File: src/rtl/uart_cmd_master_pkg.sv
// Shared definitions for the UART command link initiator.
// Holds the wire-level command/ack bytes, the request opcode and completion
// code encodings, the FSM state type and the packet byte builder.
// No ports (package).
package uart_cmd_master_pkg;

  // Wire-level command bytes (also used by the packet_gen responder).
  localparam logic [7:0] CMD_RD = 8'h52;
  localparam logic [7:0] CMD_WR = 8'h57;
  localparam logic [7:0] CMD_ST = 8'h53;
  localparam logic [7:0] ACK    = 8'h06;

  // Request opcodes.
  localparam logic [1:0] OP_RD  = 2'd0;
  localparam logic [1:0] OP_WR  = 2'd1;
  localparam logic [1:0] OP_ST  = 2'd2;
  localparam logic [1:0] OP_ILL = 2'd3;

  // Completion codes.
  localparam logic [1:0] ERR_OK  = 2'd0;
  localparam logic [1:0] ERR_TMO = 2'd1;
  localparam logic [1:0] ERR_RX  = 2'd2;
  localparam logic [1:0] ERR_BAD = 2'd3;

  typedef enum logic [2:0] {
    ST_IDLE   = 3'd0,
    ST_SEND   = 3'd1,
    ST_TXWAIT = 3'd2,
    ST_RECV   = 3'd3,
    ST_DONE   = 3'd4
  } state_e;

  // Index of the final request byte for an opcode (length - 1).
  function automatic logic [1:0] last_idx(input logic [1:0] op);
    logic [1:0] r;
    r = 2'd0;
    case (op)
      OP_RD:   r = 2'd2;
      OP_WR:   r = 2'd3;
      default: r = 2'd0;
    endcase
    return r;
  endfunction

  // Byte 'idx' of the request packet, MSB-first address.
  function automatic logic [7:0] pkt_byte(input logic [1:0]  op,
                                          input logic [1:0]  idx,
                                          input logic [15:0] addr,
                                          input logic [7:0]  wdata);
    logic [7:0] b;
    b = 8'h00;
    case (op)
      OP_RD: begin
        case (idx)
          2'd0:    b = CMD_RD;
          2'd1:    b = addr[15:8];
          2'd2:    b = addr[7:0];
          default: b = 8'h00;
        endcase
      end
      OP_WR: begin
        case (idx)
          2'd0:    b = CMD_WR;
          2'd1:    b = addr[15:8];
          2'd2:    b = addr[7:0];
          default: b = wdata;
        endcase
      end
      OP_ST:   b = CMD_ST;
      default: b = 8'h00;
    endcase
    return b;
  endfunction

endpackage

File: src/rtl/uart_cmd_master_cmd_timeout.sv
// cmd_timeout: 31-bit saturating idle counter for the response wait.
// Ports:
//   clk     in  clock
//   rst     in  asynchronous active-low reset
//   clr     in  synchronous clear to zero (wins over en)
//   en      in  count one per cycle
//   expired out high while the count equals LIMIT
module cmd_timeout #(
  parameter logic [30:0] LIMIT = 31'h6000
) (
  input  logic clk,
  input  logic rst,
  input  logic clr,
  input  logic en,
  output logic expired
);

  logic [30:0] count_q;

  always_ff @(posedge clk or negedge rst) begin
    if (!rst) begin
      count_q <= '0;
    end else if (clr) begin
      count_q <= '0;
    end else if (en && (count_q != '1)) begin
      count_q <= count_q + 31'd1;
    end
  end

  assign expired = (count_q == LIMIT);

endmodule

File: src/rtl/uart_cmd_master.sv
// uart_cmd_master: host-side command initiator for the UART command link.
// Takes one read/write/status request, sends it as a command packet through
// the byte UART, waits for the single response byte and reports the result.
// Ports:
//   clk, rst                 clock, asynchronous active-low reset
//   req_valid/req_ready      request handshake (ready only in IDLE)
//   req_op/req_addr/req_wdata request contents
//   rsp_valid/rsp_data/rsp_err completion pulse, data and code (held)
//   busy                     high whenever not IDLE
//   tx_byte/transmit         byte and start pulse towards the UART
//   is_transmitting          UART transmitter busy
//   rx_byte/received/recv_error response byte path from the UART
//   dbg_state                current FSM state for observation
//
// Handshake: a request transfers on a rising edge where req_valid and
// req_ready are both high; req_ready drops on the next cycle and returns
// one cycle after the rsp_valid pulse. rsp_valid is a single-cycle pulse
// with no back-pressure.
module uart_cmd_master
  import uart_cmd_master_pkg::*;
#(
  parameter int unsigned DATAP        = 8,
  parameter int unsigned ADDRP        = 16,
  parameter logic [30:0] EXPIRE_AFTER = 31'h6000
) (
  input  logic             clk,
  input  logic             rst,
  input  logic             req_valid,
  output logic             req_ready,
  input  logic [1:0]       req_op,
  input  logic [ADDRP-1:0] req_addr,
  input  logic [DATAP-1:0] req_wdata,
  output logic             rsp_valid,
  output logic [DATAP-1:0] rsp_data,
  output logic [1:0]       rsp_err,
  output logic             busy,
  output logic [DATAP-1:0] tx_byte,
  output logic             transmit,
  input  logic             is_transmitting,
  input  logic [DATAP-1:0] rx_byte,
  input  logic             received,
  input  logic             recv_error,
  output logic [2:0]       dbg_state
);

  state_e           state_q;
  logic [1:0]       op_q;
  logic [ADDRP-1:0] addr_q;
  logic [DATAP-1:0] wdata_q;
  logic [1:0]       idx_q;
  logic             first_q;
  logic             req_ready_q;
  logic             busy_q;
  logic             rsp_valid_q;
  logic [DATAP-1:0] rsp_data_q;
  logic [1:0]       rsp_err_q;
  logic [DATAP-1:0] tx_byte_q;
  logic             transmit_q;

  logic [15:0]      req_addr16;
  logic [15:0]      addr16;
  logic [1:0]       idx_nxt;
  logic             expired;

  // Addresses narrower than 16 bits are zero-extended on the wire.
  assign req_addr16 = 16'(req_addr);
  assign addr16     = 16'(addr_q);
  assign idx_nxt    = idx_q + 2'd1;

  // The counter is held at zero outside RECV so it restarts on each entry.
  cmd_timeout #(
    .LIMIT (EXPIRE_AFTER)
  ) u_timeout (
    .clk     (clk),
    .rst     (rst),
    .clr     (state_q != ST_RECV),
    .en      (state_q == ST_RECV),
    .expired (expired)
  );

  always_ff @(posedge clk or negedge rst) begin
    if (!rst) begin
      state_q     <= ST_IDLE;
      op_q        <= OP_RD;
      addr_q      <= '0;
      wdata_q     <= '0;
      idx_q       <= 2'd0;
      first_q     <= 1'b0;
      req_ready_q <= 1'b1;
      busy_q      <= 1'b0;
      rsp_valid_q <= 1'b0;
      rsp_data_q  <= '0;
      rsp_err_q   <= ERR_OK;
      tx_byte_q   <= '0;
      transmit_q  <= 1'b0;
    end else begin
      case (state_q)
        ST_IDLE: begin
          if (req_valid) begin
            op_q        <= req_op;
            addr_q      <= req_addr;
            wdata_q     <= req_wdata;
            idx_q       <= 2'd0;
            req_ready_q <= 1'b0;
            busy_q      <= 1'b1;
            if (req_op == OP_ILL) begin
              rsp_valid_q <= 1'b1;
              rsp_data_q  <= '0;
              rsp_err_q   <= ERR_BAD;
              state_q     <= ST_DONE;
            end else begin
              // Byte 0 goes out straight from the accept edge.
              tx_byte_q  <= DATAP'(pkt_byte(req_op, 2'd0, req_addr16, 8'(req_wdata)));
              transmit_q <= 1'b1;
              state_q    <= ST_SEND;
            end
          end
        end

        ST_SEND: begin
          transmit_q <= 1'b0;
          first_q    <= 1'b1;
          state_q    <= ST_TXWAIT;
        end

        ST_TXWAIT: begin
          // The UART raises is_transmitting a cycle late, so the first
          // TXWAIT cycle would see a stale low.
          if (first_q) begin
            first_q <= 1'b0;
          end else if (!is_transmitting) begin
            if (idx_q != last_idx(op_q)) begin
              idx_q      <= idx_nxt;
              tx_byte_q  <= DATAP'(pkt_byte(op_q, idx_nxt, addr16, 8'(wdata_q)));
              transmit_q <= 1'b1;
              state_q    <= ST_SEND;
            end else begin
              state_q <= ST_RECV;
            end
          end
        end

        ST_RECV: begin
          // recv_error outranks a coincident received.
          if (recv_error) begin
            rsp_valid_q <= 1'b1;
            rsp_data_q  <= '0;
            rsp_err_q   <= ERR_RX;
            state_q     <= ST_DONE;
          end else if (received) begin
            rsp_valid_q <= 1'b1;
            if (op_q == OP_WR) begin
              rsp_data_q <= '0;
              rsp_err_q  <= (rx_byte == DATAP'(ACK)) ? ERR_OK : ERR_BAD;
            end else begin
              rsp_data_q <= rx_byte;
              rsp_err_q  <= ERR_OK;
            end
            state_q <= ST_DONE;
          end else if (expired) begin
            rsp_valid_q <= 1'b1;
            rsp_data_q  <= '0;
            rsp_err_q   <= ERR_TMO;
            state_q     <= ST_DONE;
          end
        end

        ST_DONE: begin
          rsp_valid_q <= 1'b0;
          busy_q      <= 1'b0;
          req_ready_q <= 1'b1;
          state_q     <= ST_IDLE;
        end

        default: begin
          state_q     <= ST_IDLE;
          transmit_q  <= 1'b0;
          rsp_valid_q <= 1'b0;
          busy_q      <= 1'b0;
          req_ready_q <= 1'b1;
        end
      endcase
    end
  end

  assign req_ready = req_ready_q;
  assign busy      = busy_q;
  assign rsp_valid = rsp_valid_q;
  assign rsp_data  = rsp_data_q;
  assign rsp_err   = rsp_err_q;
  assign tx_byte   = tx_byte_q;
  assign transmit  = transmit_q;
  assign dbg_state = state_q;

endmodule

File: config.mk
export PLATFORM = sky130hd
export DESIGN_NAME = uart_cmd_master
export DESIGN_NICKNAME = d
export VERILOG_FILES = /design/src/rtl/uart_cmd_master_pkg.sv /design/src/rtl/uart_cmd_master_cmd_timeout.sv /design/src/rtl/uart_cmd_master.sv
export SDC_FILE = /design/constraint.sdc
export NUM_CORES = 1
export LEC_CHECK = 0
export CAP_MARGIN = 25
export CORE_MARGIN = 10
export CORE_UTILIZATION = 34
export DETAILED_ROUTE_END_ITERATION = 8
export GPL_TIMING_DRIVEN = 0
export PLACE_DENSITY = 0.61
export SYNTH_ARGS = -nofsm -noshare
export SYNTH_HDL_FRONTEND = slang
export SYNTH_SLANG_ARGS = --single-unit
File: constraint.sdc
create_clock -name clk -period 2.6 [get_ports clk]
set_input_delay 0.52 -clock clk [delete_from_list [all_inputs] [get_ports clk]]
set_output_delay 0.52 -clock clk [all_outputs]
set_load 0.005 [all_outputs]
After elaboration in Yosys (flattened, before gate mapping)
Index checks and enable logic that the tools add are counted.
Storage, ports and cells
  bits in registers: 85
  latch bits: 0
  bits in writable memories: 0
  ROM bits: 0
  bits of input ports: 40
  output and inout port bits: 25
  logic and storage cells: 124
  memories kept: 0
Operators by class
  add/sub/neg operators: 2
  multiply operators: 0
  div/mod/pow operators: 0
  $lt $le $gt $ge: 0
  equal/unequal tests: 23
  shift operators: 0
  muxes and demuxes: 62
  bitwise logic cells: 3
  reduce and logical (&&, ||, !) cells: 20
Operators with widths (number)
  $mux W8: 11
  $pmux W8 S3: 3
  $mux W31: 2
  $pmux W8 S2: 2
  $add A31 B1 Y31 const B: 1
  $eq A31 B15 Y1 const B: 1
  $ne A31 B31 Y1 const B: 1
  $mux W2: 15
  $mux W3: 7
  $pmux W7 S3: 1
  $mux W1: 12
  $ne A2 B2 Y1 const B: 6
  $pmux W2 S2: 3
  $pmux W3 S4: 1
  $reduce_and A4 Y1: 3
  $reduce_and A6 Y1: 2
  $eq A2 B2 Y1 const B: 4
  $eq A8 B3 Y1 const B: 1
  $reduce_bool A2 Y1: 4
  $eq A2 B1 Y1 const B: 3
  $eq A3 B2 Y1 const B: 2
  $logic_not A2 Y1: 3
  $pmux W1 S2: 3
  $pmux W1 S3: 2
  13 further kinds: 17

Logic depth before layout (Yosys ltp)
  word-level depth: 10
  depth in mapped cells: 8
  depth with buffers taken out: 7

By module
Synthesis repeated with hierarchy kept, for this count alone.
Second synthesis, totals
  cells, all modules: 429
  area, all modules: 4536.9 µm²
By module, submodules not included
  uart_cmd_master: times used 1, cells each 224, area each 2638.8 µm², sequential area each 1352.5 µm²
  cmd_timeout: times used 1, cells each 205, area each 1898.1 µm², sequential area each 775.7 µm²

Least setup slack after synthesis
OpenSTA, ideal clock, no wires.
  path kind: reg2reg
  from: register state_q[1], in the netlist dbg_state[1]
  to: register addr_q[13], in the netlist addr16[13]
  library setup time: 0.125 ns
  data arrival time: 1.993 ns
  data required time: 2.475 ns
  path slack: 0.482 ns
  cell stages (with the launch flop): 7
  path buffers: 2
  clock period less this slack: 2.118 ns
  path through: dfrtp_1 clkbuf_1 nor2_1 nand2_1 nor2_1 clkbuf_1 mux2_2
On the way
  cells in the longest elaborated chain, start to end: 2
Ends and longest elaborated chain
  start, declared: line uart_cmd_master.sv:46  | state_e state_q;
  start signal, assigned: line uart_cmd_master.sv:83  | state_q <= ST_IDLE;
  start signal, assigned: line uart_cmd_master.sv:110  | state_q <= ST_DONE;
  start signal, assigned: line uart_cmd_master.sv:115  | state_q <= ST_SEND;
  $logic_not A3 Y1: line uart_cmd_master.sv:97  | case (state_q)
  $reduce_and A2 Y1 (no source line)
  end signal, assigned: line uart_cmd_master.sv:101  | addr_q <= req_addr;
  end, declared: line uart_cmd_master.sv:48  | logic [ADDRP-1:0] addr_q;
No other way between the ends.
A chain may end at the register's enable or synchronous reset.

Worst setup path after layout
  from: register u_timeout.count_q[11]
  to: register u_timeout.count_q[26]
On the way
  cells in the longest elaborated chain, start to end: 3
  elaborated cells on any way between the ends: 6
  those cells by class: add/sub: 1; eq/ne: 1; mux: 2; reduce/logical: 2
Ends and longest elaborated chain
  start, declared: line uart_cmd_master_cmd_timeout.sv:18  | logic [30:0] count_q;
  start signal, assigned: line uart_cmd_master_cmd_timeout.sv:26  | count_q <= count_q + 31'd1;
  $add A31 B1 Y31 or $ne A31 B31 Y1 (tied branches): line uart_cmd_master_cmd_timeout.sv:26, uart_cmd_master_cmd_timeout.sv:25
  $mux W31 or $logic_and A1 B1 Y1 (tied branches): line uart_cmd_master_cmd_timeout.sv:25  | end else if (en && (count_q != '1)) begin
  $mux W31 or $reduce_bool A2 Y1 (tied branches)
Several ways; a longest one is shown, not always the timed one. The select of a mux whose other input is x is not followed.

==> results.md <==
Worst setup path:
- The setup path with the least slack is of type flip-flop to flip-flop.
- Broken down by cell family, the worst path's largest delay share belongs to simple AND/OR/NAND/NOR gates.
- The total buffers and inverters traversed by the critical path is 2.
- The worst-path cell with the longest stage delay is sky130_fd_sc_hd__nor3_1.
- The kind of launch point of the worst setup path is a flip-flop.
- The most critical setup path has its startpoint at u_timeout.count_q[11]$_DFFE_PN0P_.
- The critical path capture point is u_timeout.count_q[26]$_DFFE_PN0P_.
- Along the worst path, the maximum fanout reaches 8.
- The setup slack of the worst register-to-register path is 0.22 ns.
- The largest single stage delay on the critical path is 0.54 ns.
- The worst endpoint data arrival time is 2.59 ns.
- The worst register-to-register path begins at u_timeout.count_q[11]$_DFFE_PN0P_.
- The worst reg2reg path depth is 7.
- The required time at the endpoint of the critical path is 2.81 ns.
- The end of the worst register-to-register path is u_timeout.count_q[26]$_DFFE_PN0P_.
- The path length in cells of the critical path is 7.
- The endpoint kind of the worst setup timing path is a flip-flop.
- The signal on the critical path passes through clkbuf_1, nand3_1, or4_1, buf_2, nor3_1, a41o_1, a21oi_1.

Synthesis:
- Sequential elements use 49.3% of the synthesized area.
- Ranked by instance count, the synthesized netlist is headed by 84 x sky130_fd_sc_hd__dfrtp_1, 33 x sky130_fd_sc_hd__nor2_1, 32 x sky130_fd_sc_hd__nand2_1.
- The post-synthesis instance area is 4320 sq um.
- The share of synthesized registers carrying an async set or reset is 100%.
- The commonest register cell after synthesis is sky130_fd_sc_hd__dfrtp_1.
- The mean post-synth cell area is 10.0 sq um.
- The top cell type by area accounts for 48.7% of the synthesized area.
- The cell count after synthesis is 430.
- Synthesis instantiated 50 different standard cells from the library.
- During synthesis, Yosys emitted a total of 0 warnings.
- The number of synthesized flops with an enable pin is 0.
- The most used standard cell by instance count after synthesis is sky130_fd_sc_hd__dfrtp_1.
- Yosys attributes the largest share of cell area to sky130_fd_sc_hd__dfrtp_1 49%, sky130_fd_sc_hd__mux2_2 7.3%, sky130_fd_sc_hd__xnor2_1 3.0%, sky130_fd_sc_hd__nor2_1 2.9%, sky130_fd_sc_hd__o21ai_0 2.8%.
- The flop and latch count out of synthesis is 85.
- The cell taking the most area after synthesis is sky130_fd_sc_hd__dfrtp_1.
- The number of nets in the synthesized netlist is 478.

Power:
- The maximum VDD drop is 551 uV.
- The areal power density over the cells is 978 nW/um^2.
- For this design the static power due to leakage is 2.23 nW.
- The total power draw is 5.41 mW.

STA:
- Static timing analysis puts the maximum clock frequency at 419 MHz.
- The remaining max-slew budget at the tightest pin is 40.2%.
- Setup slack closes at 0.215 ns.
- The number of pins exceeding their max-slew limit in the final report is 0.
- The slew at the pin closest to its max-slew limit is 0.890 ns.
- Setup violations remaining at the end of the flow were counted as 0.
- The final critical delay including setup and external delays is 2.38 ns.
- Clock skew on the completed layout was measured at 0.00343 ns.
- The final critical path takes up 91.7% of the cycle.
- The hold violation total from the final report is 0.

Finish:
- The number of cells in the finished layout apart from fillers is 683.
- The fraction of layout cells with a size suffix above 1 is 13.1%.
- From synthesis to final layout, the design area changed by 28.2%.
- The number of fill cells is 1229.
- At the end of the flow, the number of nets in the layout was 554.
- For this run, the share of the core covered by cells in the final layout is 44.2%.
- The number of antenna diodes is 0.

Placement:
- The placed wire-length estimate is 8380 um.
- At the placement stage, the worst setup path has a slack of -0.231 ns.
- The number of buffers added on ports is 64.
- The number of placed instances with taps included is 667.
- The placer's final routability congestion estimate is 0.883.

Die:
- The I/O pin count is 65.
- The floorplan step defined a die boundary enclosing 17600 sq um.
- The chip height is 133 um.
- The starting density of the core is 34.5%.
- The core footprint is 12500 sq um.
- After floorplanning, the core was divided into 41 placement rows.
- The chip width is 133 um.

GRT:
- Entering global routing, the biggest net connects 53 pins.
- The global route total overflow is 0.
- The number of global-route vias before repair is 3688.
- The global-route wire length before repair is 18800 um.
- For this run, the total global-route usage over all layers was measured as 13.1%.
- The initial antenna violation count is 0.

Drt:
- After the first detailed-routing iteration, the DRC count stood at 251.
- Dividing the detail-routed via count by the number of cells gives 5.28.
- The total wire length is 11300 um.
- For this run, design rule violations remaining after detail routing come to 0.
- The wire length per cell after detailed routing is 16.6 um.
- Once detail routing completed, the nets flagged for antenna violations numbered 0.
- The overall via count from detail_route is 3607.
- The number of optimization iterations in the first detailed-route pass is 4.

Clocking:
- Clock-pin slew was measured on the worst setup and hold paths at 0.06 ns.
- The clock insertion delay at the later pin of the skew report is 0.35 ns.
- Clock tree synthesis selected as its root buffer the cell sky130_fd_sc_hd__clkbuf_16.
- The number of buffers added for setup after CTS is 0.
- The clock passes through at most 2 buffers.
- The number of buffers inserted during clock tree synthesis is 9.
- The clock tree from TritonCTS is done.
- The maximum level of the CTS H-tree is 3.
- The CTS sink count is 85.

Run:
- The tool flagged a number of max-cap violations equal to 0.

Worst hold path:
- The min-delay analysis places its worst path in the category input pin to async pin.

Outcome:
- The flow ran to the end, and the final reports show no timing, DRC or antenna violations.
state kept, by name, summed over array words and instances (netlist names):
name / cells
op_q: 2
wdata_q: 8
u_timeout.count_q: 31
first_q: 1
idx_q: 2
rsp_valid: 1
rsp_err: 2
rsp_data: 8
addr16: 16
transmit: 1
tx_byte: 8
dbg_state: 3
busy: 1
req_ready: 1
layout by cell type (no fill, tap or decap), types with 5 or more instances in the layout:
cell,instances
sky130_fd_sc_hd__dfrtp_1,84
sky130_fd_sc_hd__clkdlybuf4s50_1,63
sky130_fd_sc_hd__nor2_1,32
sky130_fd_sc_hd__nand2_1,32
sky130_fd_sc_hd__mux2_2,28
sky130_fd_sc_hd__o21ai_0,24
sky130_fd_sc_hd__clkbuf_1,21
sky130_fd_sc_hd__a21oi_1,21
sky130_fd_sc_hd__inv_1,17
sky130_fd_sc_hd__nand3_1,17
sky130_fd_sc_hd__nand4_1,16
sky130_fd_sc_hd__xnor2_1,15
sky130_fd_sc_hd__nor4_1,10
sky130_fd_sc_hd__a31oi_1,9
sky130_fd_sc_hd__clkbuf_16,9
sky130_fd_sc_hd__a22o_1,8
sky130_fd_sc_hd__ha_1,8
sky130_fd_sc_hd__a22oi_1,6
sky130_fd_sc_hd__nor3_1,6
sky130_fd_sc_hd__nor2b_1,5
sky130_fd_sc_hd__mux2i_1,5
sky130_fd_sc_hd__and4_1,5
through the flow:
step | hold slack, ns | TNS (ns) | area, sq um
after global placement | 0.469 | -191.44 | 5170
final | 0.127 | 0 | 5530
after detailed placement | 0.485 | -5.23 | 5200
after global routing | 0.153 | -0.154 | 5530
after CTS | 0.141 | 0 | 5510
after floorplan | 0.224 | 0 | 4320
power by group:
group | leakage (nW) | total [mW] | internal (mW) | switching [mW]
Clock | 0.140 | 1.31 | 0.766 | 0.539
Combinational | 1.00 | 2.07 | 1.05 | 1.01
Sequential | 1.09 | 2.04 | 1.76 | 0.280
Total | 2.23 | 5.41 | 3.58 | 1.83
worst reg2reg max path: cells and delay by family (launching register included):
kind	cells	cell delay, ns
simple gates	3	1.15
buf+inv	2	0.47
flops	1	0.32
compound gates	2	0.32
timing repair:
action	in CTS	in global routing
setup endpoints to repair	19	27
pin swaps	0	1
hold buffers	0	0
gates resized for setup	2	7
per-layer routing:
metal  routed length [um]  part of all wire [%]  track usage, %
met1                 4890                    43            15.8
met4                  190                   1.7            5.01
met3                  538                   4.8            3.94
met5                    0                     0               0
met2                 5690                    50            21.6
cells by family after synthesis:
logic type	count (synthesis)	share of synthesized area [%]
XOR/XNOR	16	3.25
multiplexers	33	8.46
AND/OR/NAND/NOR	156	19.3
adder cells (fa/ha/maj)	8	2.32
buffers and inverters	43	3.88
AO/OA/AOI/OAI	89	13.5
flip-flops	85	49.3
worst min path at each step:
stage                          start                      to  slack [ns]
2_1_floorplan                    rst   addr16[0]$_DFFE_PN0P_        0.22
3_3_place_gp   req_ready$_DFFE_PN1P_   req_ready$_DFFE_PN1P_        0.47
3_5_place_dp   req_ready$_DFFE_PN1P_   req_ready$_DFFE_PN1P_        0.48
4_1_cts                          rst  wdata_q[7]$_DFFE_PN0P_        0.14
5_1_grt                          rst  wdata_q[7]$_DFFE_PN0P_        0.15
6_report                         rst  tx_byte[3]$_DFFE_PN0P_        0.13
layout make-up:
| type | instances | area, sq um | share of cell area (%) |
|---|---|---|---|
| timing repair buffer | 65 | 666 | 12.0 |
| buffer | 26 | 106 | 1.92 |
| sequential | 85 | 2130 | 38.5 |
| inverter | 17 | 63.8 | 1.15 |
| clock buffer | 10 | 239 | 4.32 |
| multi-input combinational | 302 | 2050 | 37.1 |
| clock inverter | 6 | 62.6 | 1.13 |
| tap | 172 | 215 | 3.89 |
Note: power is estimated with default switching activity, not from simulation.
